--- config.mk ---
export PLATFORM = sky130hd
export DESIGN_NAME = clz_sequencer
export DESIGN_NICKNAME = d
export VERILOG_FILES = /design/src/rtl/clz_sequencer_pkg.sv /design/src/rtl/clz_sequencer_lz_step_enc.sv /design/src/rtl/clz_sequencer.sv
export SDC_FILE = /design/constraint.sdc
export NUM_CORES = 1
export LEC_CHECK = 0
export CORE_MARGIN = 2
export CORE_UTILIZATION = 53
export DETAILED_ROUTE_END_ITERATION = 16
export HOLD_SLACK_MARGIN = 0.1
export PLACE_DENSITY = 0.86
export SETUP_SLACK_MARGIN = 0.2
export SLEW_MARGIN = 20
export SYNTH_ARGS = -nofsm -noshare
export SYNTH_HDL_FRONTEND = slang
export SYNTH_SLANG_ARGS = --single-unit
--- constraint.sdc ---
create_clock -name clk -period 3.65 [get_ports clk]
set_input_delay 1.095 -clock clk [delete_from_list [all_inputs] [get_ports clk]]
set_output_delay 1.095 -clock clk [all_outputs]
set_load 0.1 [all_outputs]
--- src/rtl/clz_sequencer_pkg.sv ---
// +----------------------------------------------------------------------+
// | clz_sequencer_pkg: shared state encoding and flag constants          |
// | Rev 1.0                                                              |
// +----------------------------------------------------------------------+
`default_nettype none

package clz_sequencer_pkg;

  typedef enum logic [1:0] {
    CLZ_IDLE = 2'd0,
    CLZ_SCAN = 2'd1,
    CLZ_DONE = 2'd2
  } clz_state_e;

  localparam logic ENABLED  = 1'b1;
  localparam logic DISABLED = 1'b0;

endpackage

`default_nettype wire

--- src/rtl/clz_sequencer_lz_step_enc.sv ---
// +----------------------------------------------------------------------+
// | lz_step_enc: leading-zero count of a nonzero STEP_BITS-wide slice    |
// | Rev 1.0                                                              |
// +----------------------------------------------------------------------+
`default_nettype none

module lz_step_enc #(
  parameter int STEP_BITS = 4,
  parameter int LZ_W      = (STEP_BITS > 1) ? $clog2(STEP_BITS) : 1
) (
  input  logic [STEP_BITS-1:0] slice_i,
  output logic [LZ_W-1:0]      lz_o
);

  // Scanning upward lets the highest set bit win the last assignment.
  always_comb begin
    lz_o = '0;
    for (int i = 0; i < STEP_BITS; i++) begin
      if (slice_i[i]) begin
        lz_o = LZ_W'(STEP_BITS - 1 - i);
      end
    end
  end

endmodule

`default_nettype wire

--- src/rtl/clz_sequencer.sv ---
// +----------------------------------------------------------------------+
// | clz_sequencer: multi-cycle CLZ/CLO unit, STEP_BITS bits per cycle    |
// | Rev 1.0                                                              |
// +----------------------------------------------------------------------+
`default_nettype none

module clz_sequencer
  import clz_sequencer_pkg::*;
#(
  parameter int DATA_WIDTH = 32,
  parameter int STEP_BITS  = 4
) (
  input  logic                  clk,
  input  logic                  rst_n,
  input  logic                  start,
  input  logic                  op_clo,
  input  logic [DATA_WIDTH-1:0] data_in,
  input  logic                  flush,
  output logic                  busy,
  output logic                  done,
  output logic [DATA_WIDTH-1:0] result,
  output logic                  stall
);

  localparam int CNT_W = $clog2(DATA_WIDTH) + 1;
  localparam int LZ_W  = (STEP_BITS > 1) ? $clog2(STEP_BITS) : 1;

  clz_state_e              state_q, state_d;
  logic [DATA_WIDTH-1:0]   shreg_q, shreg_d;
  logic [CNT_W-1:0]        cnt_q, cnt_d;
  logic [DATA_WIDTH-1:0]   result_q, result_d;
  logic [STEP_BITS-1:0]    top_w;
  logic [LZ_W-1:0]         lz_w;
  logic [CNT_W-1:0]        cnt_step_w;

  assign top_w      = shreg_q[DATA_WIDTH-1 -: STEP_BITS];
  assign cnt_step_w = cnt_q + CNT_W'(STEP_BITS);

  lz_step_enc #(
    .STEP_BITS (STEP_BITS),
    .LZ_W      (LZ_W)
  ) u_lz_step_enc (
    .slice_i (top_w),
    .lz_o    (lz_w)
  );

  always_ff @(posedge clk or negedge rst_n) begin
    if (!rst_n) begin
      state_q  <= CLZ_IDLE;
      shreg_q  <= '0;
      cnt_q    <= '0;
      result_q <= '0;
    end else begin
      state_q  <= state_d;
      shreg_q  <= shreg_d;
      cnt_q    <= cnt_d;
      result_q <= result_d;
    end
  end

  always_comb begin
    state_d  = state_q;
    shreg_d  = shreg_q;
    cnt_d    = cnt_q;
    result_d = result_q;
    stall    = 1'b0;
    case (state_q)
      CLZ_IDLE, CLZ_DONE: begin
        if (start == ENABLED) begin
          // CLO reduces to CLZ of the inverted operand.
          shreg_d = (op_clo == ENABLED) ? ~data_in : data_in;
          cnt_d   = '0;
          state_d = CLZ_SCAN;
          stall   = 1'b1;
        end else begin
          state_d = CLZ_IDLE;
        end
      end
      CLZ_SCAN: begin
        stall = 1'b1;
        if (top_w == '0) begin
          if (cnt_step_w < CNT_W'(DATA_WIDTH)) begin
            cnt_d   = cnt_step_w;
            shreg_d = shreg_q << STEP_BITS;
          end else begin
            result_d = DATA_WIDTH'(DATA_WIDTH);
            state_d  = CLZ_DONE;
          end
        end else begin
          result_d = DATA_WIDTH'(cnt_q + CNT_W'(lz_w));
          state_d  = CLZ_DONE;
        end
      end
      default: state_d = CLZ_IDLE;
    endcase
    // Flush overrides both a new start and a finishing scan.
    if (flush == ENABLED) begin
      state_d  = CLZ_IDLE;
      shreg_d  = shreg_q;
      cnt_d    = cnt_q;
      result_d = result_q;
    end
  end

  assign busy   = (state_q == CLZ_SCAN);
  assign done   = (state_q == CLZ_DONE);
  assign result = result_q;

endmodule

`default_nettype wire

==> results.txt <==
LEAKAGE: 1.428 nW
Cell with the most instances after synthesis: dfrtp_1
Max_cap viols: 0
Die width: 75.87 um
GP Congestion: 0.7781
Drt wl/cell: 12.23 um
Post-synth EDFFs: 0
Site Rows: 26
Worst Setup Path Type: primary input to output pin
Max-slew headroom: 43.43%
Layout cells sized above 1: 19.06%
Worst path slowest cell: clkdlybuf4s50_1
Max stage delay on crit path: 0.45 ns
CP Data Required Time: 2.55 ns
Initial antenna violation count: 0
Share of synthesized registers carrying an async set or reset: 100.0%
Vias in the first global route: 1642
Post-Syn Area per Cell: 10.65 um2
Starting Density: 54.29%
Via count: 1759
R2R setup slack: 1.37 ns
Antenna Violating Nets Remaining: 0
Power density cells: 563.5 nW/um2
Hold Crit Class: flip-flop to flip-flop
Synth warnings: 0
HPWL Detailed: 3316 um
Post-synth cell types: 31
DRT Wirelength: 4512 um
Complex-gate fraction of the synthesized area: 8.410%
Worst hold start: result[0]$_DFFE_PN0P_
DRC Markers: 0
Critical path fanouts, max: 2
Actual slew at the worst max-slew pin: 0.8485 ns
Non-filler cells, final: 369
Final nets: 337
Layout Skew: 0.003762 ns
Largest family of logic cells by synthesized area: multiplexers
Die height: 75.87 um
Port bufs: 46
Root Driver: clkbuf_8
Synthesized cell area: 2738 um2
Placed Cells: 361
Setup crit end kind: output pin
R2R cell count: 5
RSZ-0062 raised after global routing: false
Area share of the largest cell type after synthesis: 41.13%
Wire length on met3: 188 um
H-tree depth: 2
Pre-Repair DR Iteration Count: 4
Top delay family on crit path: buffers and inverters
Setup TNS: 0 ns
Clock Sink Count: 45
Post-route minimum period: 3.011 ns
Largest net degree at the start of global routing: 60
Postcts setup bufs: 0
Post_cts resized: 0
Final Setup Violations: 0
Detail-routed via count per cell: 4.767
Final Hold Fails: 0
Post-Syn Instances: 257
FF-to-FF Start: shreg_q[29]$_DFFE_PN0P_
Critical Path Start Type: primary input
Adder-Cell Fraction of Synth Area: 0.9141%
DR iter-0 viols: 64
Multiplexer share of the synthesized area: 17.55%
Synth Flop Type: dfrtp_1
Fmax: 0.3321 GHz
Crit path buf inv count: 2
Area grow syn2layout: 17.23%
Register area share after synthesis: 41.13%
Yosys reg bits: 45
Final period utilization: 82.50%
Worst-skew pair later-pin latency: 0.29 ns
CTS tree: done
Cts bufs inserted: 5
N_diodes: 0
Xor and xnor area share after synthesis: 11.52%
Leading area contributor after synthesis: dfrtp_1
Max Root-Sink Buffers: 2
Core region area: 5042 um2
First-pass GRT wire length: 7465 um
Post-Synth Simple-Gate Area: 8.592%
Highest ir drop seen on vdd: 268.0 uV
Critical path cell sequence: clkdlybuf4s50_1, nand2b_1, nand2_1, buf_12
Die area: 5756 um2
I/O pin cnt: 72
Synth top cells by count: dfrtp_1 (45), xnor2_1 (33), nand2_1 (32)
Remaining global-route overflow: 0
Clk slew on worst S/H paths: 0.08 ns
Tot GR Track Use: 17.07%
CTS Hold Bufs: 0
Highest routed layer: met4
Status: completed
Max-slew violations: 0
Hold depth: 1
Worst hold endpoint: result[0]$_DFFE_PN0P_
Largest cells by area after synthesis: dfrtp_1 (41%), mux2_4 (13%), xnor2_1 (11%)
Met1 WL: 1990 um
Worst r2r dst: shreg_q[25]$_DFFE_PN0P_
Wire length on met2: 2267 um
Worst EP arrival: 1.92 ns
worst reg2reg max path: stages (launching register included):
cell,delay (ns)
dfrtp_1,0.42
nor4_2,0.42
nor3b_2,0.26
o22a_2,0.42
buf_4,0.33
mux2_4,0.33
power by group:
part / total, mW / leakage [nW] / switching, mW / internal (mW)
clock: 0.387 / 0.0585 / 0.164 / 0.223
sequential: 0.731 / 0.561 / 0.0927 / 0.638
combinational: 0.690 / 0.809 / 0.411 / 0.280
total: 1.81 / 1.43 / 0.668 / 1.14
layout make-up:
type	instances	area [um2]
tap	70	87.58
clock inverter	1	30.03
fill	427	1833
multi-input combinational	192	1385
clock buffer	7	86.33
inverter	5	18.77
timing repair buffer	49	475.5
sequential	45	1126
cell families (layout without fill, tap and decap cells):
logic type,Yosys count,count (layout)
fa+ha+maj,2,2
other cells,1,26
buf+inv,45,62
mux,35,35
simple gates,53,53
xor+xnor,36,36
flops,45,45
compound gates,40,40
worst max-delay path by stage:
stage,from,end,cells after the start
after floorplan,start,stall,2
after global placement,start,stall,4
final,start,stall,4
after global routing,start,stall,4
after detailed placement,flush,shreg_q[26]$_DFFE_PN0P_,5
after CTS,start,stall,4
metrics by stage:
| step | util [%] | total power, mW | hold slack, ns | setup WS [ns] | instance area, um2 |
|---|---|---|---|---|---|
| 4_1_cts | 63.60 | 1.819 | 0.5044 | 0.6289 | 3207 |
| 5_1_grt | 63.65 | 1.898 | 0.5319 | 0.5917 | 3209 |
| 6_report | 63.65 | 1.808 | 0.5003 | 0.6387 | 3209 |
| 3_5_place_dp | 61.29 | 1.432 | 0.4858 | 0.6222 | 3090 |
| 3_3_place_gp | 61.29 | 1.406 | 0.4786 | 0.6456 | 3090 |
| 2_1_floorplan | - | 1.306 | 0.4804 | 0.7555 | 2831 |
metal layers:
| layer | GRT usage, % | vias up |
|---|---|---|
| li1 | - | 882 |
| met3 | 2.778 | 8 |
| met4 | 6.433 | 0 |
| met5 | 0 | - |
| met1 | 22.42 | 823 |
| met2 | 28.35 | 46 |
state kept, by name, summed over array words and instances, names as in the netlist:
signal / cells
state_q: 2
cnt_q: 4
result: 7
shreg_q: 32
cells in the final DEF, fill, tap and decap left out, types with 6 or more instances in the layout:
master            n
clkdlybuf4s50_1  34
clkbuf_8          6
nor2_1           11
xnor2_1          33
buf_4            12
mux2_4           24
mux2_2            7
dfrtp_1          45
conb_1           26
nand2_1          32
o21ai_0          29
(Power assumes the default switching activity.)
